### config.mk
export PLATFORM = sky130hd
export DESIGN_NAME = unary_add_sched
export DESIGN_NICKNAME = d
export VERILOG_FILES = /design/src/rtl/uadd_pkg.sv /design/src/rtl/uadd_rr_arb.sv /design/src/rtl/unary_add_sched.sv
export SDC_FILE = /design/constraint.sdc
export NUM_CORES = 1
export LEC_CHECK = 0
export ABC_AREA = 1
export CAP_MARGIN = 15
export CORE_AREA = 2 2 82 84
export DETAILED_ROUTE_END_ITERATION = 12
export DIE_AREA = 0 0 84 86
export HOLD_SLACK_MARGIN = 0.12
export SLEW_MARGIN = 10
export SYNTH_ARGS = -nofsm -noshare
export SYNTH_HDL_FRONTEND = slang
export SYNTH_HIERARCHICAL = 1
export SYNTH_SLANG_ARGS = --single-unit
### constraint.sdc
create_clock -name clk -period 5.8 [get_ports clk]
set_clock_uncertainty 0.2 [all_clocks]
set_input_delay 0.87 -clock clk [delete_from_list [all_inputs] [get_ports clk]]
set_output_delay 0.87 -clock clk [all_outputs]
set_load 0.05 [all_outputs]
### src/rtl/uadd_pkg.sv
// Shared types for the unary-adder scheduler: FSM state encoding,
// the native adder width and the matching binary sum type.
package uadd_pkg;

  typedef enum logic [1:0] {
    IDLE  = 2'd0,
    READ  = 2'd1,
    DRAIN = 2'd2,
    RESP  = 2'd3
  } uadd_st_e;

  localparam int UADD_W = 6;

  typedef logic [UADD_W:0] uadd_sum_t;

endpackage

### src/rtl/uadd_rr_arb.sv
// Round-robin arbiter: the first set request at or after ptr_i (wrapping)
// wins; produces a one-hot grant, its encoded index and an any-request flag.
module uadd_rr_arb #(
  parameter int NREQ = 2,
  parameter int IDW  = 1
) (
  input  logic [NREQ-1:0] req_i,
  input  logic [IDW-1:0]  ptr_i,
  output logic [NREQ-1:0] gnt_o,
  output logic [IDW-1:0]  idx_o,
  output logic            any_o
);

  logic [IDW:0] cand_s;

  // Scan candidates ptr, ptr+1, ... modulo NREQ and keep the first requester.
  always_comb begin
    cand_s = '0;
    idx_o  = '0;
    any_o  = 1'b0;
    for (int i = 0; i < NREQ; i++) begin
      cand_s = {1'b0, ptr_i} + (IDW+1)'(i);
      if (cand_s >= (IDW+1)'(NREQ)) begin
        cand_s = cand_s - (IDW+1)'(NREQ);
      end else begin
        cand_s = cand_s;
      end
      if (!any_o && req_i[cand_s[IDW-1:0]]) begin
        any_o = 1'b1;
        idx_o = cand_s[IDW-1:0];
      end else begin
        any_o = any_o;
      end
    end
  end

  // Decode the winning index into a one-hot grant vector.
  always_comb begin
    gnt_o = '0;
    if (any_o) begin
      gnt_o[idx_o] = 1'b1;
    end else begin
      gnt_o = '0;
    end
  end

endmodule

### src/rtl/unary_add_sched.sv
// Scheduler in front of one unary adder. Grants one requester at a time,
// streams its operands as unary pulses (read phase), counts the adder's
// dout pulses (write phase) and returns the binary sum with the carry.
// Optional build macro UADD_SCHED_CHECK_EN adds a sticky self-check (err_o).
module unary_add_sched
  import uadd_pkg::*;
#(
  parameter int NREQ = 2,
  parameter int W    = UADD_W,
  parameter int IDW  = (NREQ > 1) ? $clog2(NREQ) : 1
) (
  input  logic              clk,
  input  logic              rst_n,
  input  logic [NREQ-1:0]   req_valid_i,
  output logic [NREQ-1:0]   req_ready_o,
  input  logic [NREQ*W-1:0] req_a_i,
  input  logic [NREQ*W-1:0] req_b_i,
  output logic              rsp_valid_o,
  input  logic              rsp_ready_i,
  output logic [IDW-1:0]    rsp_id_o,
  output logic [W:0]        rsp_sum_o,
  output logic              add_a_o,
  output logic              add_b_o,
  output logic              add_en_o,
  output logic              add_rw_o,
  input  logic              add_dout_i,
  input  logic              add_c_i,
  output logic              err_o
);

  uadd_st_e        state_q;
  logic [IDW-1:0]  rr_ptr_q, id_q, rsp_id_q;
  logic [W-1:0]    a_rem_q, b_rem_q, pcnt_q;
  logic            carry_q, dcyc0_q;
  logic            rsp_valid_q;
  logic [W:0]      rsp_sum_q;
  logic            add_a_q, add_b_q, add_en_q, add_rw_q;

  logic [NREQ-1:0] gnt_s;
  logic [IDW-1:0]  gnt_idx_s, ptr_nxt_s;
  logic            any_s;
  logic [W-1:0]    a_sel_s, b_sel_s, a_dec_s, b_dec_s;

`ifdef UADD_SCHED_CHECK_EN
  logic [W-1:0]    a_op_q, b_op_q;
  logic            err_q;
  logic [W:0]      ref_sum_s;
  assign ref_sum_s = {1'b0, a_op_q} + {1'b0, b_op_q};
  assign err_o     = err_q;
`else
  assign err_o     = 1'b0;
`endif

  uadd_rr_arb #(.NREQ(NREQ), .IDW(IDW)) u_arb (
    .req_i (req_valid_i),
    .ptr_i (rr_ptr_q),
    .gnt_o (gnt_s),
    .idx_o (gnt_idx_s),
    .any_o (any_s)
  );

  // Grant is only offered while idle; the requester sees it in the same cycle.
  assign req_ready_o = (state_q == IDLE) ? gnt_s : '0;

  assign ptr_nxt_s = (gnt_idx_s == IDW'(NREQ - 1)) ? '0 : gnt_idx_s + IDW'(1);
  assign a_dec_s   = a_rem_q - {{(W-1){1'b0}}, (a_rem_q != '0)};
  assign b_dec_s   = b_rem_q - {{(W-1){1'b0}}, (b_rem_q != '0)};

  assign rsp_valid_o = rsp_valid_q;
  assign rsp_id_o    = rsp_id_q;
  assign rsp_sum_o   = rsp_sum_q;
  assign add_a_o     = add_a_q;
  assign add_b_o     = add_b_q;
  assign add_en_o    = add_en_q;
  assign add_rw_o    = add_rw_q;

  // Select the granted requester's operands (grant is one-hot or zero).
  always_comb begin
    a_sel_s = '0;
    b_sel_s = '0;
    for (int i = 0; i < NREQ; i++) begin
      a_sel_s = a_sel_s | (req_a_i[i*W +: W] & {W{gnt_s[i]}});
      b_sel_s = b_sel_s | (req_b_i[i*W +: W] & {W{gnt_s[i]}});
    end
  end

  // Scheduler FSM with registered adder drive and response outputs.
  always_ff @(posedge clk or negedge rst_n) begin
    if (!rst_n) begin
      state_q     <= IDLE;
      rr_ptr_q    <= '0;
      id_q        <= '0;
      a_rem_q     <= '0;
      b_rem_q     <= '0;
      pcnt_q      <= '0;
      carry_q     <= 1'b0;
      dcyc0_q     <= 1'b0;
      rsp_valid_q <= 1'b0;
      rsp_id_q    <= '0;
      rsp_sum_q   <= '0;
      add_a_q     <= 1'b0;
      add_b_q     <= 1'b0;
      add_en_q    <= 1'b0;
      add_rw_q    <= 1'b0;
`ifdef UADD_SCHED_CHECK_EN
      a_op_q      <= '0;
      b_op_q      <= '0;
      err_q       <= 1'b0;
`endif
    end else begin
      case (state_q)
        IDLE: begin
          if (any_s) begin
            a_rem_q  <= a_sel_s;
            b_rem_q  <= b_sel_s;
            id_q     <= gnt_idx_s;
            carry_q  <= 1'b0;
            pcnt_q   <= '0;
            rr_ptr_q <= ptr_nxt_s;
`ifdef UADD_SCHED_CHECK_EN
            a_op_q   <= a_sel_s;
            b_op_q   <= b_sel_s;
`endif
            add_en_q <= 1'b1;
            if ((a_sel_s != '0) || (b_sel_s != '0)) begin
              state_q  <= READ;
              add_rw_q <= 1'b0;
              add_a_q  <= (a_sel_s != '0);
              add_b_q  <= (b_sel_s != '0);
            end else begin
              state_q  <= DRAIN;
              dcyc0_q  <= 1'b1;
              add_rw_q <= 1'b1;
              add_a_q  <= 1'b0;
              add_b_q  <= 1'b0;
            end
          end else begin
            state_q <= IDLE;
          end
        end
        READ: begin
          // Carry is a registered adder output, so keep sampling every cycle.
          carry_q <= carry_q | add_c_i;
          a_rem_q <= a_dec_s;
          b_rem_q <= b_dec_s;
          if ((a_dec_s == '0) && (b_dec_s == '0)) begin
            state_q  <= DRAIN;
            dcyc0_q  <= 1'b1;
            add_rw_q <= 1'b1;
            add_a_q  <= 1'b0;
            add_b_q  <= 1'b0;
          end else begin
            add_a_q  <= (a_dec_s != '0);
            add_b_q  <= (b_dec_s != '0);
          end
        end
        DRAIN: begin
          if (dcyc0_q) begin
            // dout is stale here; catch the carry from the last read cycle.
            carry_q <= carry_q | add_c_i;
            dcyc0_q <= 1'b0;
          end else if (add_dout_i) begin
            pcnt_q  <= pcnt_q + {{(W-1){1'b0}}, 1'b1};
          end else begin
            rsp_sum_q   <= {carry_q, pcnt_q};
            rsp_id_q    <= id_q;
            rsp_valid_q <= 1'b1;
            add_en_q    <= 1'b0;
            add_rw_q    <= 1'b0;
            state_q     <= RESP;
`ifdef UADD_SCHED_CHECK_EN
            if ({carry_q, pcnt_q} != ref_sum_s) begin
              err_q <= 1'b1;
            end else begin
              err_q <= err_q;
            end
`endif
          end
        end
        RESP: begin
          if (rsp_ready_i) begin
            rsp_valid_q <= 1'b0;
            state_q     <= IDLE;
          end else begin
            rsp_valid_q <= 1'b1;
          end
        end
        default: begin
          state_q <= IDLE;
        end
      endcase
    end
  end

endmodule

Word-level counts from Yosys, hierarchy flattened. Cells that the tools add are included.

Memory bits (read-only): 0. Register bits after elaboration: 37. Memory bits (writable): 0. Input bits: 31. Word-level logic and storage cells: 132. Memories: 0. Bits in latches: 0. Output and inout bits: 16.

Reduce and logical (&&, ||, !) cells: 28. $mul: 0. Add/subtract/negate cells: 7. Multiplexer cells: 56. $lt $le $gt $ge: 6. Equal/unequal tests: 11. Shifts and indexed selects: 0. Divide/modulo/power cells: 0. Bitwise gates (word level): 9.

Operator list (count): $pmux 6 s2 (3); $reduce_bool 6->1 (6); $mux 1 (31); $mux 6 (5); $and 6x6->6 (4); $mux 2 (8); $ne 2x2->1 const B (8); $reduce_and 4->1 (4); $logic_not 6->1 (2); $or 6x6->6 (2); $sub 6x1->6 (2); $pmux 1 s3 (3); $reduce_and 3->1 (3); $pmux 1 s2 (4); $pmux 2 s4 (1); $add 6x1->6 const B (1); $lt 1x2->1 const B (3); $reduce_bool 2->1 (3); $reduce_and 5->1 (1); $eq 2x2->1 const B (2); $reduce_and 2->1 (2); $logic_and 1x1->1 (3); $reduce_bool 3->1 (1); $add 1x1->2 const B (1); 12 further kinds (14).

Longest topological paths before layout.
Depth in word-level cells: 20. Mapped depth: 15. Gate-level depth less buffers: 15.

By module. Netlist, hierarchy kept.

By module, submodules not included: unary_add_sched (sequential area each 925.9 µm², area an instance 2431.1 µm², instances 1, cells each 319); uadd_rr_arb (sequential area each 0.0 µm², area an instance 30.0 µm², instances 1, cells each 7).

Worst setup path after synthesis. Ideal clock, no wire load.

Path kind: input to output. Start: in req_valid_i[0]. End: out req_ready_o[0]. Slack: 3.032 ns. Path buffers: 1. Arrival: 1.698 ns. Stages: 5. Data required time: 4.730 ns. Cells stage by stage: inv_1 a21oi_1 buf_6 nand2_1 inv_1.

Longest elaborated chain between the ends: 12. Elaborated cells on any way between the ends: 17. Classes of those cells: 2 x order compare; 12 x mux; 3 x reduce/logical.

RTL lines: from (decl) (RTL line unary_add_sched.sv:14) `input logic [NREQ-1:0] req_valid_i,`; $mux 1 (implied by the code) (2 in series) (RTL line uadd_rr_arb.sv:28) `if (!any_o && req_i[cand_s[IDW-1:0]]) begin`; $mux 1 (RTL line uadd_rr_arb.sv:28); $logic_not 1->1 (RTL line uadd_rr_arb.sv:28); $logic_and 1x1->1 (RTL line uadd_rr_arb.sv:28); $mux 1 (RTL line uadd_rr_arb.sv:28); $lt 1x2->1 (implied by the code) or $ge 1x1->1 (tied branches) (RTL line uadd_rr_arb.sv:41) `gnt_o[idx_o] = 1'b1;`; $logic_and 1x1->1 (implied by the code) (RTL line uadd_rr_arb.sv:41); $mux 1 (implied by the code) (RTL line uadd_rr_arb.sv:41); $demux 1 s1; $mux 2 (*) (RTL line uadd_rr_arb.sv:40) `if (any_o) begin`; named net gnt_s[0] (RTL line unary_add_sched.sv:39) `logic [NREQ-1:0] gnt_s;`; $mux 2 (*) (RTL line unary_add_sched.sv:63) `assign req_ready_o = (state_q == IDLE) ? gnt_s : '0;`; to (decl) (RTL line unary_add_sched.sv:15) `output logic [NREQ-1:0] req_ready_o,`.

The timed path passes the listed nets; every way through them passes the cells marked *. The select of a mux whose other input is x is not followed.

Worst setup path in the final report. Same ends and word-level chain as after synthesis.

==> flow_summary.json <==
{
  "status": "finished clean",
  "hold_viol_final": 0,
  "grt_pass1_vias": 2074,
  "cts_resized": 0,
  "syn_area_per_cell_sq_um": 7.55,
  "max_stage_delay_ns": 0.79,
  "cts_tree": "built",
  "nets": 411,
  "maxCapViolations": 0,
  "crit_path_start": "req_valid_i[0]",
  "synth_nets": 368,
  "overflow": 0,
  "cp-start-kind": "primary input",
  "crit_required_ns": 4.73,
  "drive_gt1_share_pct": 14.1,
  "power.density_nw_per_um2": 491,
  "wl_per_cell_microns": 12.2,
  "p_leak_nw": 1.40,
  "critPathSlowestCell": "clkdlybuf4s50_1",
  "drt-total-wl_microns": 5450,
  "num_antenna_cells": 0,
  "cts.sinks": 37,
  "fp.dieH_microns": 86,
  "holdBufCountCts": 0,
  "synth_area_sq_um": 2460,
  "io_pins": 47,
  "fin_area_sq_um": 3060,
  "hold_ws_ns": 0.293,
  "io_buffers": 45,
  "cp_max_fo": 13,
  "insertion_delay_ns": 0.29,
  "crit_chain": "clkdlybuf4s50_1 > inv_1 > a21oi_1 > buf_4 > nand2_1 > inv_1 > clkdlybuf4s50_1",
  "ys_seq_area_share_pct": 37.6,
  "grt_max_degree": 38,
  "synthFlopType": "dfrtp_1",
  "start_util_pct": 39.2,
  "hold_path.class": "flip-flop to flip-flop",
  "syn_inst": 326,
  "fin_crit_sh_pct": 65.8,
  "final_cell_mix": "nand2_1 (78), clkdlybuf4s50_1 (44), dfrtp_1 (37), inv_1 (34), o21ai_0 (27)",
  "final_common_cell": "nand2_1",
  "switching_power_mw": 0.713,
  "die_w_microns": 84,
  "slew_headroom_pct": 42.4,
  "seq_power_share_pct": 28.1,
  "fmax_mhz": 262,
  "crit_cells": 7,
  "p_int_mw": 0.791,
  "synth-seq-cells": 37,
  "core-area_sq_um": 6280,
  "synth_top_area_cell": "dfrtp_1",
  "slew_viol_final": 0,
  "via_per_inst": 4.75,
  "cts_buffer_depth": 2,
  "ys_async_sr_fraction_pct": 100,
  "grt_first_pass_wirelength_microns": 9600,
  "root_buffer": "clkbuf_8",
  "synth_warnings": 6,
  "worst-r2r-setup-slack_ns": 3.05,
  "worstSetupEndpoint": "req_ready_o[0]",
  "setup_violations": 0,
  "grt.total_usage_pct": 16.6,
  "end_kind": "output port",
  "arrival_ns": 2.75,
  "p_sw_share_pct": 47.4,
  "place_area_sq_um": 2940,
  "rr_worst_depth": 7,
  "path_clk_slew_ns": 0.07,
  "tightest_slew_ns": 0.865,
  "first_iter_violations": 109,
  "path_buf_inv": 5,
  "numCtsBuffers": 5,
  "syn2layout_area_growth_pct": 24.5,
  "antenna_found_initial": 0,
  "finalCoreUtilization_pct": 48.8,
  "rr_startpoint": "state_q[1]",
  "r2r-end": "a_rem_q[2]",
  "synthTopCellsByArea": "dfrtp_1 (38%), nand2_1 (12%), ha_1 (5.6%)",
  "dpl.hpwl_microns": 4240,
  "yosys.cell_types.count": 35,
  "cts_setup_buffers": 0,
  "dr.pass1.iters": 4,
  "path_delay_family": "buffers and inverters",
  "via_count": 2124,
  "dieArea_sq_um": 7220,
  "ant_nets": 0,
  "critical_path_class": "primary input to output port",
  "fin_tns_setup_ns": 0,
  "p_clk_share_pct": 15.9,
  "max-vdd-ir-drop_mv": 0.302,
  "cts-htree-levels": 2,
  "grt_setup_unrepaired": "no",
  "period_needed_ns": 3.82,
  "drc": 0,
  "rows": 29,
  "combPwrFrac_pct": 56.1,
  "place.gp.congestion": 0.806,
  "synth_top_area_share_pct": 37.6,
  "synth-edff-count": 0
}
==> metal layers <==
layer / track usage (%) / routed length (microns) / share of wire [%]
met2: 27.9 / 2670 / 49
met5: 0 / 0 / 0
met1: 21.5 / 2570 / 47
met4: 4.69 / 59 / 1.1
met3: 3.75 / 148 / 2.7
==> power groups by stage <==
stage	sequential [mW]	clock, mW	combinational [mW]
2_1_floorplan	0.496	0	0.586
3_5_place_dp	0.428	0	0.849
4_1_cts	0.423	0.246	0.852
5_1_grt	0.436	0.257	0.964
6_report	0.422	0.239	0.843
3_3_place_gp	0.426	0	0.844
==> worst min-delay path, cell delays in order, from the launching register on <==
cell and delay, ns:
dfrtp_1 0.35, nand2_1 0.05, o21ai_0 0.06
==> per-stage QoR <==
stage,power (mW),setup WS [ns],cells
floorplan,1.08,3.03,326
global placement,1.27,2.00,439
detailed placement,1.28,1.99,439
CTS,1.52,1.97,447
global route,1.66,1.85,447
finish,1.50,1.98,447
==> layout make-up <==
type | count | area [sq um]
fill | 621 | 3210
multi-input combinational | 240 | 1320
sequential | 37 | 926
timing repair buffer | 47 | 460
inverter | 38 | 143
tap | 77 | 96.3
clock buffer | 6 | 82.6
clock inverter | 2 | 37.5
==> sequential cells by signal, indices dropped and copies added, names as in the netlist <==
| name | count |
|---|---|
| carry_q | 1 |
| rsp_id_o | 1 |
| b_rem_q | 6 |
| pcnt_q | 6 |
| state_q | 2 |
| add_en_o | 1 |
| a_rem_q | 6 |
| add_a_o | 1 |
| rsp_sum_o | 7 |
| rr_ptr_q | 1 |
| rsp_valid_o | 1 |
| add_rw_o | 1 |
| id_q | 1 |
| dcyc0_q | 1 |
| add_b_o | 1 |
==> worst min path at each step <==
stage	from	endpoint	depth (start not counted)
after global placement	add_rw_o	add_rw_o	2
final	rsp_sum_o[4]	rsp_sum_o[4]	2
after global routing	rsp_sum_o[2]	rsp_sum_o[2]	2
after detailed placement	rsp_sum_o[2]	rsp_sum_o[2]	2
after floorplan	carry_q	carry_q	2
after CTS	rsp_sum_o[2]	rsp_sum_o[2]	2
==> logic make-up (layout without fill, tap and decap cells) <==
logic type | after synthesis | in the layout | share of synthesized area, %
buffers and inverters | 49 | 93 | 8.85
AOI/OAI and AO/OA | 57 | 57 | 13.6
xor gates and xnor gates | 2 | 2 | 0.712
muxes | 1 | 1 | 0.458
DFF | 37 | 37 | 37.6
adders and majority gates | 11 | 11 | 5.59
and+or+nand+nor | 168 | 168 | 33.0
other | 1 | 1 | 0.152
==> Yosys cell counts, types with 2 or more instances <==
cell,n
o21a_1,2
o22ai_1,3
nor2_1,24
buf_4,4
inv_2,4
buf_6,2
nand2_1,78
inv_1,34
o21ai_1,3
buf_2,3
a21oi_1,7
dfrtp_1,37
nand4_1,5
o211ai_1,5
nand2_2,17
nand2_4,4
ha_1,11
nand3_1,22
clkbuf_1,2
nor2_2,8
a31oi_1,6
nor3_1,5
o21ai_0,27
nor2_4,2
No activity file was read; power rests on OpenSTA's default activity.
